===== src/rtl/pipeline_hazard_ctrl.sv =====
// Stall/flush controller for the 5-stage pipeline.
// Detects load-use and branch-operand hazards in ID and freezes the pipe
// while a data-memory access is outstanding. It also flags a memory access
// that hangs, and keeps saturating activity counters.
module pipeline_hazard_ctrl #(
    parameter int CNT_W   = 16,
    parameter int TIMEOUT = 64
) (
    input  logic             clock,
    input  logic             reset,
    input  logic [4:0]       id_rs,
    input  logic [4:0]       id_rt,
    input  logic             id_uses_rs,
    input  logic             id_uses_rt,
    input  logic             id_is_branch,
    input  logic             id_branch_taken,
    input  logic             id_is_jump,
    input  logic [4:0]       ex_rd,
    input  logic             ex_reg_write,
    input  logic             ex_mem_read,
    input  logic [4:0]       mem_rd,
    input  logic             mem_mem_read,
    input  logic             dmem_req,
    input  logic             dmem_ready,
    output logic             pc_stall,
    output logic             ifid_stall,
    output logic             ifid_flush,
    output logic             idex_bubble,
    output logic             pipe_freeze,
    output logic             mem_timeout,
    output logic [CNT_W-1:0] stall_cycles,
    output logic [CNT_W-1:0] freeze_cycles,
    output logic [CNT_W-1:0] flush_count
);

    // wait_cnt can reach TIMEOUT on the edge that enters HUNG, so size for it.
    localparam int              WC_W    = $clog2(TIMEOUT + 1);
    localparam logic [WC_W-1:0] WC_LAST = WC_W'(TIMEOUT - 1);
    localparam logic [CNT_W-1:0] CNT_MAX = '1;

    typedef enum logic [1:0] {
        RUN   = 2'd0,
        DWAIT = 2'd1,
        HUNG  = 2'd2
    } state_t;

    state_t          state;
    state_t          next_state;
    logic [WC_W-1:0] wait_cnt;

    logic rs_ex, rt_ex, rs_mem, rt_mem;
    logic load_use, br_ex, br_mem, hazard, freeze, redirect;

    // Register r0 never creates a dependency, and a source only counts if it is read.
    assign rs_ex  = id_uses_rs && (id_rs != 5'd0) && (id_rs == ex_rd);
    assign rt_ex  = id_uses_rt && (id_rt != 5'd0) && (id_rt == ex_rd);
    assign rs_mem = id_uses_rs && (id_rs != 5'd0) && (id_rs == mem_rd);
    assign rt_mem = id_uses_rt && (id_rt != 5'd0) && (id_rt == mem_rd);

    assign load_use = ex_mem_read && (ex_rd != 5'd0) && (rs_ex || rt_ex);
    assign br_ex    = id_is_branch && ex_reg_write && (ex_rd != 5'd0) && (rs_ex || rt_ex);
    assign br_mem   = id_is_branch && mem_mem_read && (mem_rd != 5'd0) && (rs_mem || rt_mem);
    assign hazard   = load_use || br_ex || br_mem;
    assign freeze   = dmem_req && !dmem_ready;
    // A branch outcome is only trusted once no hazard is pending; priority handles that.
    assign redirect = id_is_jump || (id_is_branch && id_branch_taken);

    // Priority-ordered control decode: reset, freeze, hazard, redirect.
    always_comb begin
        pc_stall    = 1'b0;
        ifid_stall  = 1'b0;
        ifid_flush  = 1'b0;
        idex_bubble = 1'b0;
        pipe_freeze = 1'b0;
        if (reset) begin
            // all controls quiet
        end else if (freeze) begin
            pc_stall    = 1'b1;
            ifid_stall  = 1'b1;
            pipe_freeze = 1'b1;
        end else if (hazard) begin
            pc_stall    = 1'b1;
            ifid_stall  = 1'b1;
            idex_bubble = 1'b1;
        end else if (redirect) begin
            ifid_flush  = 1'b1;
        end
    end

    // Memory-wait FSM state register.
    always_ff @(posedge clock) begin
        if (reset) state <= RUN;
        else       state <= next_state;
    end

    // Memory-wait FSM next-state logic.
    always_comb begin
        next_state = state;
        case (state)
            RUN:     if (freeze) next_state = DWAIT;
            DWAIT: begin
                if (!freeze)                  next_state = RUN;
                else if (wait_cnt == WC_LAST) next_state = HUNG;
            end
            HUNG:    if (!freeze) next_state = RUN;
            default: next_state = RUN;
        endcase
    end

    // Consecutive-freeze counter; holds its value once the access is declared hung.
    always_ff @(posedge clock) begin
        if (reset) begin
            wait_cnt <= '0;
        end else begin
            case (state)
                RUN:     wait_cnt <= freeze ? WC_W'(1) : '0;
                DWAIT:   wait_cnt <= freeze ? wait_cnt + WC_W'(1) : '0;
                HUNG:    wait_cnt <= wait_cnt;
                default: wait_cnt <= '0;
            endcase
        end
    end

    // Sticky hung-memory flag; only reset clears it.
    always_ff @(posedge clock) begin
        if (reset)                                   mem_timeout <= 1'b0;
        else if (state == DWAIT && next_state == HUNG) mem_timeout <= 1'b1;
    end

    // Saturating activity counters, one step per cycle of the matching priority.
    always_ff @(posedge clock) begin
        if (reset) begin
            stall_cycles  <= '0;
            freeze_cycles <= '0;
            flush_count   <= '0;
        end else begin
            if (idex_bubble && stall_cycles != CNT_MAX)  stall_cycles  <= stall_cycles + 1'b1;
            if (pipe_freeze && freeze_cycles != CNT_MAX) freeze_cycles <= freeze_cycles + 1'b1;
            if (ifid_flush && flush_count != CNT_MAX)    flush_count   <= flush_count + 1'b1;
        end
    end

endmodule


===== config.mk =====
export PLATFORM = sky130hd
export DESIGN_NAME = pipeline_hazard_ctrl
export DESIGN_NICKNAME = d
export VERILOG_FILES = /design/src/rtl/pipeline_hazard_ctrl.sv
export SDC_FILE = /design/constraint.sdc
export NUM_CORES = 1
export LEC_CHECK = 0
export ABC_AREA = 1
export BUFFER_PORTS_ARGS = -buffer_cell sky130_fd_sc_hd__buf_2
export CAP_MARGIN = 20
export CORE_MARGIN = 8
export CORE_UTILIZATION = 45
export DETAILED_ROUTE_END_ITERATION = 7
export PLACE_DENSITY = 0.69
export SYNTH_ARGS = -nofsm -noshare
export SYNTH_HDL_FRONTEND = slang
export SYNTH_SLANG_ARGS = --single-unit

===== constraint.sdc =====
create_clock -name clock -period 2.4 [get_ports clock]
set_clock_uncertainty 0.1 [all_clocks]
set_input_delay 0.12 -clock clock [delete_from_list [all_inputs] [get_ports clock]]
set_output_delay 0.12 -clock clock [all_outputs]
set_load 0.005 [all_outputs]

==> out/metrics.cfg, run 1 <==
[setup_path]
critPathLaunch=reset
timing.rr.start=stall_cycles[0]
path_cells=dlygate4sd3_1 > buf_2 > nor3_1 > inv_1 > nor2_4 > buf_2
crit_fanout=17
cp-endpoint=ifid_flush
worstSetupEndpointType=output pin
reg2reg_slack_ns=0.25
reg2reg_to=stall_cycles[4]
cpMaxStageDelayCell=dlygate4sd3_1
cp-start-kind=primary input
reg2regPathDepth=9
crit_type=primary input to output pin
crit_path_max_incr_delay_ns=0.53
crit_arrival_ns=1.94
cp.required_ns=2.18
critical_path.most_common_cell=buf_2

[timing]
timing.final.crit_share=0.900
slew_viol_final=0
max_freq_ghz=0.463
maxSlewHeadroom=0.548
final-hold-violation-count=0
worstMarginPinSlew_ns=0.677
finalWorstSetupSlack_ns=0.239
setup-tns-final_ns=0
setup_viol=0
grt_setup_unrepaired=false
period_minus_slack_ns=2.16

[clocking]
clock-sinks=58
postCtsSetupBuffers=0
cts_root_buf=clkbuf_8
h-tree-depth=3
path_clk_slew_ns=0.06
cts_buffer_depth=2
numCtsBuffers=9
tritoncts=done
clk_latency_ns=0.33

[yosys]
synth_area_leaders=dfxtp_1 (32%), nand2_1 (9.7%), xor2_1 (7.6%)
post-synth-top-count-cell=nand2_1
yosysWarnings=0
avgSynthCellArea_um2=6.94
yosys-top-cells-count=nand2_1 (95), inv_1 (69), dfxtp_1 (58)
yosysUniqueCellTypes=34
syn_inst=530
ys_ff_latch=58
syn_nets=566
synth_top_cell_by_area=dfxtp_1
synth_top_area_share=0.316
synth-seq-area-share=0.316
ys.flop_type=dfxtp_1
netlist_area_um2=3680
synth_async_sr_flop_share=0
synth_edf_count=0

[global_route]
grt_usage=0.163
grt_first_pass_wirelength_um=15500
grt_overflow=0
antenna_found_initial=0
grt_max_degree=33
grt_pass1_vias=3503

[layout]
diodes=0
syn_to_final_growth_pct=18.1
fillers=802
regArea_um2=1160
nets=651
fin_util=0.540
drive_gt1_frac=0.229
multiInputGateArea_um2=2160
fin_cells=725

[run]
cap_violations=0

[floorplanning]
die_h_um=106
core_area_um2=8050
die_w_um=106
die-area_um2=11300
boundaryPins=86
start_util=0.457
fp-row-count=33

[placed_design]
dpl.hpwl_um=7000
place_congestion=0.889
dp.cells=708
place_ws_ns=0.284
port_buffers=85

[pwr]
p_leak_uw=0.00179
peakVddDrop_mv=0.288
p_per_area_nw_per_um2=448

[routing]
wirelength_um=9270
wl_per_cell_um=12.8
drt-initial-drc-count=141
viasPerCell=5.07
remaining_drc_errors=0
drtAntennaViolNets=0
firstDrtPassIters=4
vias=3675

[outcome]
outcome=complete, no violations

[min_path]
whs_path_depth=4
worstHoldPathType=primary input to flop

-- state kept, by name, indices dropped and copies added, names as in the netlist --
signal,cells
freeze_cycles,16
mem_timeout,1
state,2
flush_count,16
stall_cycles,16
wait_cnt,7
-- routing by layer --
layer	track usage	vias to the layer above	share of wire
li1	-	1902	-
met1	0.198	1672	0.47
met2	0.272	92	0.47
met3	0.0460	9	0.055
met4	0.0523	0	0.011
met5	0	-	0
-- where the power goes --
| group | total (uW) | internal (uW) | switching, uW |
|---|---|---|---|
| clock | 785 | 397 | 388 |
| combinational | 182 | 68.0 | 114 |
| sequential | 978 | 969 | 8.80 |
| total | 1950 | 1430 | 511 |
-- what timing repair did --
action                                  4_1_cts  5_1_grt
endpoints found under the setup margin        0        1
hold buffers                                  1        0
resized for setup                             0        1
hold endpoints to repair                      1        0
-- how the worst min path moves through the flow --
stage | startpoint | to | slack, ns
3_5_place_dp | reset | flush_count[2] | 0.31
6_report | dmem_ready | state[1] | 0.05
4_1_cts | dmem_ready | state[1] | 0.02
2_1_floorplan | dmem_ready | state[1] | 0.23
3_3_place_gp | reset | flush_count[2] | 0.30
5_1_grt | dmem_ready | state[1] | 0.04
-- stage by stage --
stage | instance area, um2 | total power, uW | hold slack (ns)
finish | 4340 | 1950 | 0.0454
global placement | 4160 | 1170 | 0.303
detailed placement | 4160 | 1180 | 0.310
global route | 4340 | 2050 | 0.0400
floorplan | 3680 | 1110 | 0.229
CTS | 4340 | 1970 | 0.0249
-- final cells by class --
type | count | area share
Clock buffer | 11 | 0.0325
Clock inverter | 5 | 0.00691
Tap cell | 105 | 0.0302
Inverter | 69 | 0.0596
Sequential cell | 58 | 0.267
Multi-Input combinational cell | 388 | 0.498
Timing Repair Buffer | 89 | 0.105
-- cell families after synthesis --
logic type | Yosys count | synth area share
XOR/XNOR | 47 | 0.112
buffers and inverters | 84 | 0.0966
flip-flops | 58 | 0.316
adder cells (fa/ha/maj) | 4 | 0.0136
AND/OR/NAND/NOR | 264 | 0.346
AO/OA/AOI/OAI | 73 | 0.116
-- worst max-delay path, delay by kind of cell --
family | cells | cell delay, ns
and+or+nand+nor | 2 | 0.77
buffers and inverters | 4 | 1.04
-- cell usage in the layout (no fill, tap or decap), drive strengths merged, types with 2 or more instances in the layout --
| cell type | n |
|---|---|
| clkinv | 3 |
| dfxtp | 58 |
| a21oi | 45 |
| xor2 | 32 |
| nor4 | 2 |
| inv | 69 |
| nor3 | 25 |
| nand4 | 23 |
| clkinvlp | 2 |
| xnor2 | 15 |
| o21ai | 18 |
| buf | 88 |
| ha | 4 |
| nand2 | 113 |
| o21a | 3 |
| a221oi | 4 |
| nor2 | 54 |
| clkbuf | 11 |
| nand3 | 46 |
(Power assumes the default switching activity.)
==> run 2: changes to the inputs <==
--- a/config.mk
+++ b/config.mk
@@ -8,7 +8,7 @@
 export ABC_AREA = 1
 export BUFFER_PORTS_ARGS = -buffer_cell sky130_fd_sc_hd__buf_2
 export CAP_MARGIN = 20
-export CORE_MARGIN = 8
+export CORE_MARGIN = 2
 export CORE_UTILIZATION = 45
 export DETAILED_ROUTE_END_ITERATION = 7
 export PLACE_DENSITY = 0.69
==> run 2 against run 1 <==
  * Die area decreased by 21%
  * Global-route usage increased by 4.7 points
  * Flip-flop and latch count unchanged
  * Critical path type is now flop to flop
  * Highest routed layer unchanged
==> out/metrics.cfg, run 2 (synthesized netlist as in run 1, its figures left out) <==
[floorplanning]
die-area_um2=8910  ; -21%
die_w_um=94.4  ; -11%
boundaryPins=86  ; unchanged
fp-row-count=32  ; -3.0%
core_area_um2=7810  ; -3.0%
start_util=0.471  ; +0.0143
die_h_um=94.4  ; -11%

[placed_design]
place_congestion=0.884  ; -0.57%
place_ws_ns=0.259  ; -0.0258 ns
port_buffers=85  ; unchanged
dpl.hpwl_um=6500  ; -7.2%

[min_path]
worstHoldPathType=primary input to flop
whs_path_depth=4  ; unchanged

[pwr]
internal_power_uw=1400  ; -2.1%
p_clk_frac=0.392  ; -0.012
switching_share=0.263  ; +0.000576
power.total_uw=1910  ; -2.0%
peakVddDrop_mv=0.286  ; -0.66%
power_frac_seq=0.513  ; +0.010
power_frac_comb=0.095  ; +0.002
p_sw_uw=502  ; -1.8%
p_per_area_nw_per_um2=440  ; -1.6%
p_leak_uw=0.00178  ; -0.43%

[clocking]
cts.repair.resized=0  ; unchanged
cts_root_buf=clkbuf_8
path_clk_slew_ns=0.07  ; about the same
numCtsBuffers=9  ; unchanged
cts_hold_buf=0  ; -1
postCtsSetupBuffers=0  ; unchanged
h-tree-depth=3  ; unchanged
tritoncts=done
cts_buffer_depth=2  ; unchanged
clk_latency_ns=0.33  ; about the same
clock-sinks=58  ; unchanged

[setup_path]
critical_path.most_common_cell=nand2_2
crit_path_max_incr_delay_ns=0.41  ; -0.12 ns
critPathTopFamily=simple AND/OR/NAND/NOR gates
crit_type=flop to flop
path_cells=ha_1 > nand2_2 > nor3_4 > nand2_2 > nor3_2 > nand2_2 > nand3_2 > nand2_2 > a21oi_2
reg2regPathDepth=9  ; unchanged
cp.required_ns=2.57  ; +0.39 ns
cp-start-kind=flop
crit_fanout=15  ; -2
critical_path_depth=9  ; +3
worstSetupEndpointType=flop
critPathBufInv=0  ; -4
cpMaxStageDelayCell=dfxtp_1
crit_arrival_ns=2.32  ; +0.38 ns

[global_route]
grt_first_pass_wirelength_um=15200  ; -1.8%
grt_usage=0.210  ; +0.0465
grtUsageMet3=0.0567  ; +0.0107
grt_pass1_vias=3521  ; +0.51%
grt_use_met1=0.248  ; +0.0496
grt_max_degree=31  ; -6.1%
grt-busiest-layer=met2
grt_util_met2=0.374  ; +0.102
grt_overflow=0  ; unchanged
antenna_found_initial=0  ; unchanged

[timing]
grt_setup_unrepaired=false
setup_viol=0  ; unchanged
setup-tns-final_ns=0  ; unchanged
maxSlewHeadroom=0.719  ; +0.171
timing.final.crit_share=0.895  ; -0.00527
period_minus_slack_ns=2.15  ; -0.0126 ns
slew_viol_final=0  ; unchanged
final-hold-violation-count=0  ; unchanged
max_freq_ghz=0.466  ; +0.59%
worstMarginPinSlew_ns=0.420  ; -0.257 ns
finalWorstSetupSlack_ns=0.252  ; +0.0126 ns

[layout]
diodes=0  ; unchanged
drive_gt1_frac=0.226  ; -0.00323
nets=652  ; +0.15%
final_common_cell=nand2_1
top_regs=flush_count x16, freeze_cycles x16, stall_cycles x16
layout_common_cells=nand2_1 (95), buf_2 (85), inv_1 (69), dfxtp_1 (58), nor2_1 (50)
syn_to_final_growth_pct=17.7

[routing]
vias=3713  ; +1.0%
firstDrtPassIters=4  ; unchanged
remaining_drc_errors=0  ; unchanged
wirelength_um=8840  ; -4.7%
viasPerCell=5.14  ; +1.5%
drt-initial-drc-count=159  ; +13%
drtAntennaViolNets=0  ; unchanged
wl_per_cell_um=12.2  ; -4.3%

[outcome]
outcome=complete, no violations

[run]
cap_violations=0  ; unchanged

run 2: cell count changes in the layout (fill, tap and decap cells not counted), sizes merged:
cell | before | now
buf | 88 | 89
clkbuf | 11 | 12
clkinv | 3 | 2
clkinvlp | 2 | 1
dlygate4sd3 | 1 | 0
nand3 | 46 | 47
run 2: per-stage QoR:
| step | area (um2) | std cells | util | hold slack [ns] |
|---|---|---|---|---|
| 6_report | 4330 | 722 | 0.554 | 0.0465 |
| 5_1_grt | 4330 | 722 | 0.554 | 0.0602 |
| 4_1_cts | 4320 | 721 | 0.553 | 0.0330 |
| 3_5_place_dp | 4160 | 706 | 0.533 | 0.361 |
| 3_3_place_gp | 4160 | 706 | 0.533 | 0.349 |
| 2_1_floorplan | 3680 | 530 | - | 0.229 |
run 2: power by group through the flow:
stage / logic [uW] / registers (uW) / clock network, uW
detailed placement: 181 / 999 / 0
CTS: 181 / 977 / 771
floorplan: 113 / 998 / 0
global route: 205 / 979 / 814
finish: 182 / 978 / 746
global placement: 177 / 999 / 0
run 2: area by class of cell:
class | count | area (um2)
inverters | 69 | 259
fillers | 756 | 3480
well taps | 102 | 128
multi-input cells | 389 | 2170
flip-flops and latches | 58 | 1160
repair buffers | 89 | 455
clock buffers | 12 | 135
clock inverters | 3 | 17.5
run 2: metal layers:
metal / vias up / share of wire
met1: 1704 / 0.45
met4: 0 / 0.0086
li1: 1917 / -
met2: 86 / 0.49
met3: 6 / 0.055
met5: - / 0
run 2: final timing paths:
kind                   startpoint         endpoint  slack, ns
setup reg to reg  stall_cycles[0]  stall_cycles[7]       0.25
hold / removal         dmem_ready         state[1]       0.05
setup / recovery  stall_cycles[0]  stall_cycles[7]       0.25
hold reg to reg       wait_cnt[6]      wait_cnt[6]       0.37
run 2: worst register-to-register path, stage by stage, from the launching register on:
cell and delay, ns:
dfxtp_1 0.41, ha_1 0.23, nand2_2 0.09, nor3_4 0.27
nand2_2 0.10, nor3_2 0.14, nand2_2 0.23, nand3_2 0.32
nand2_2 0.08, a21oi_2 0.11
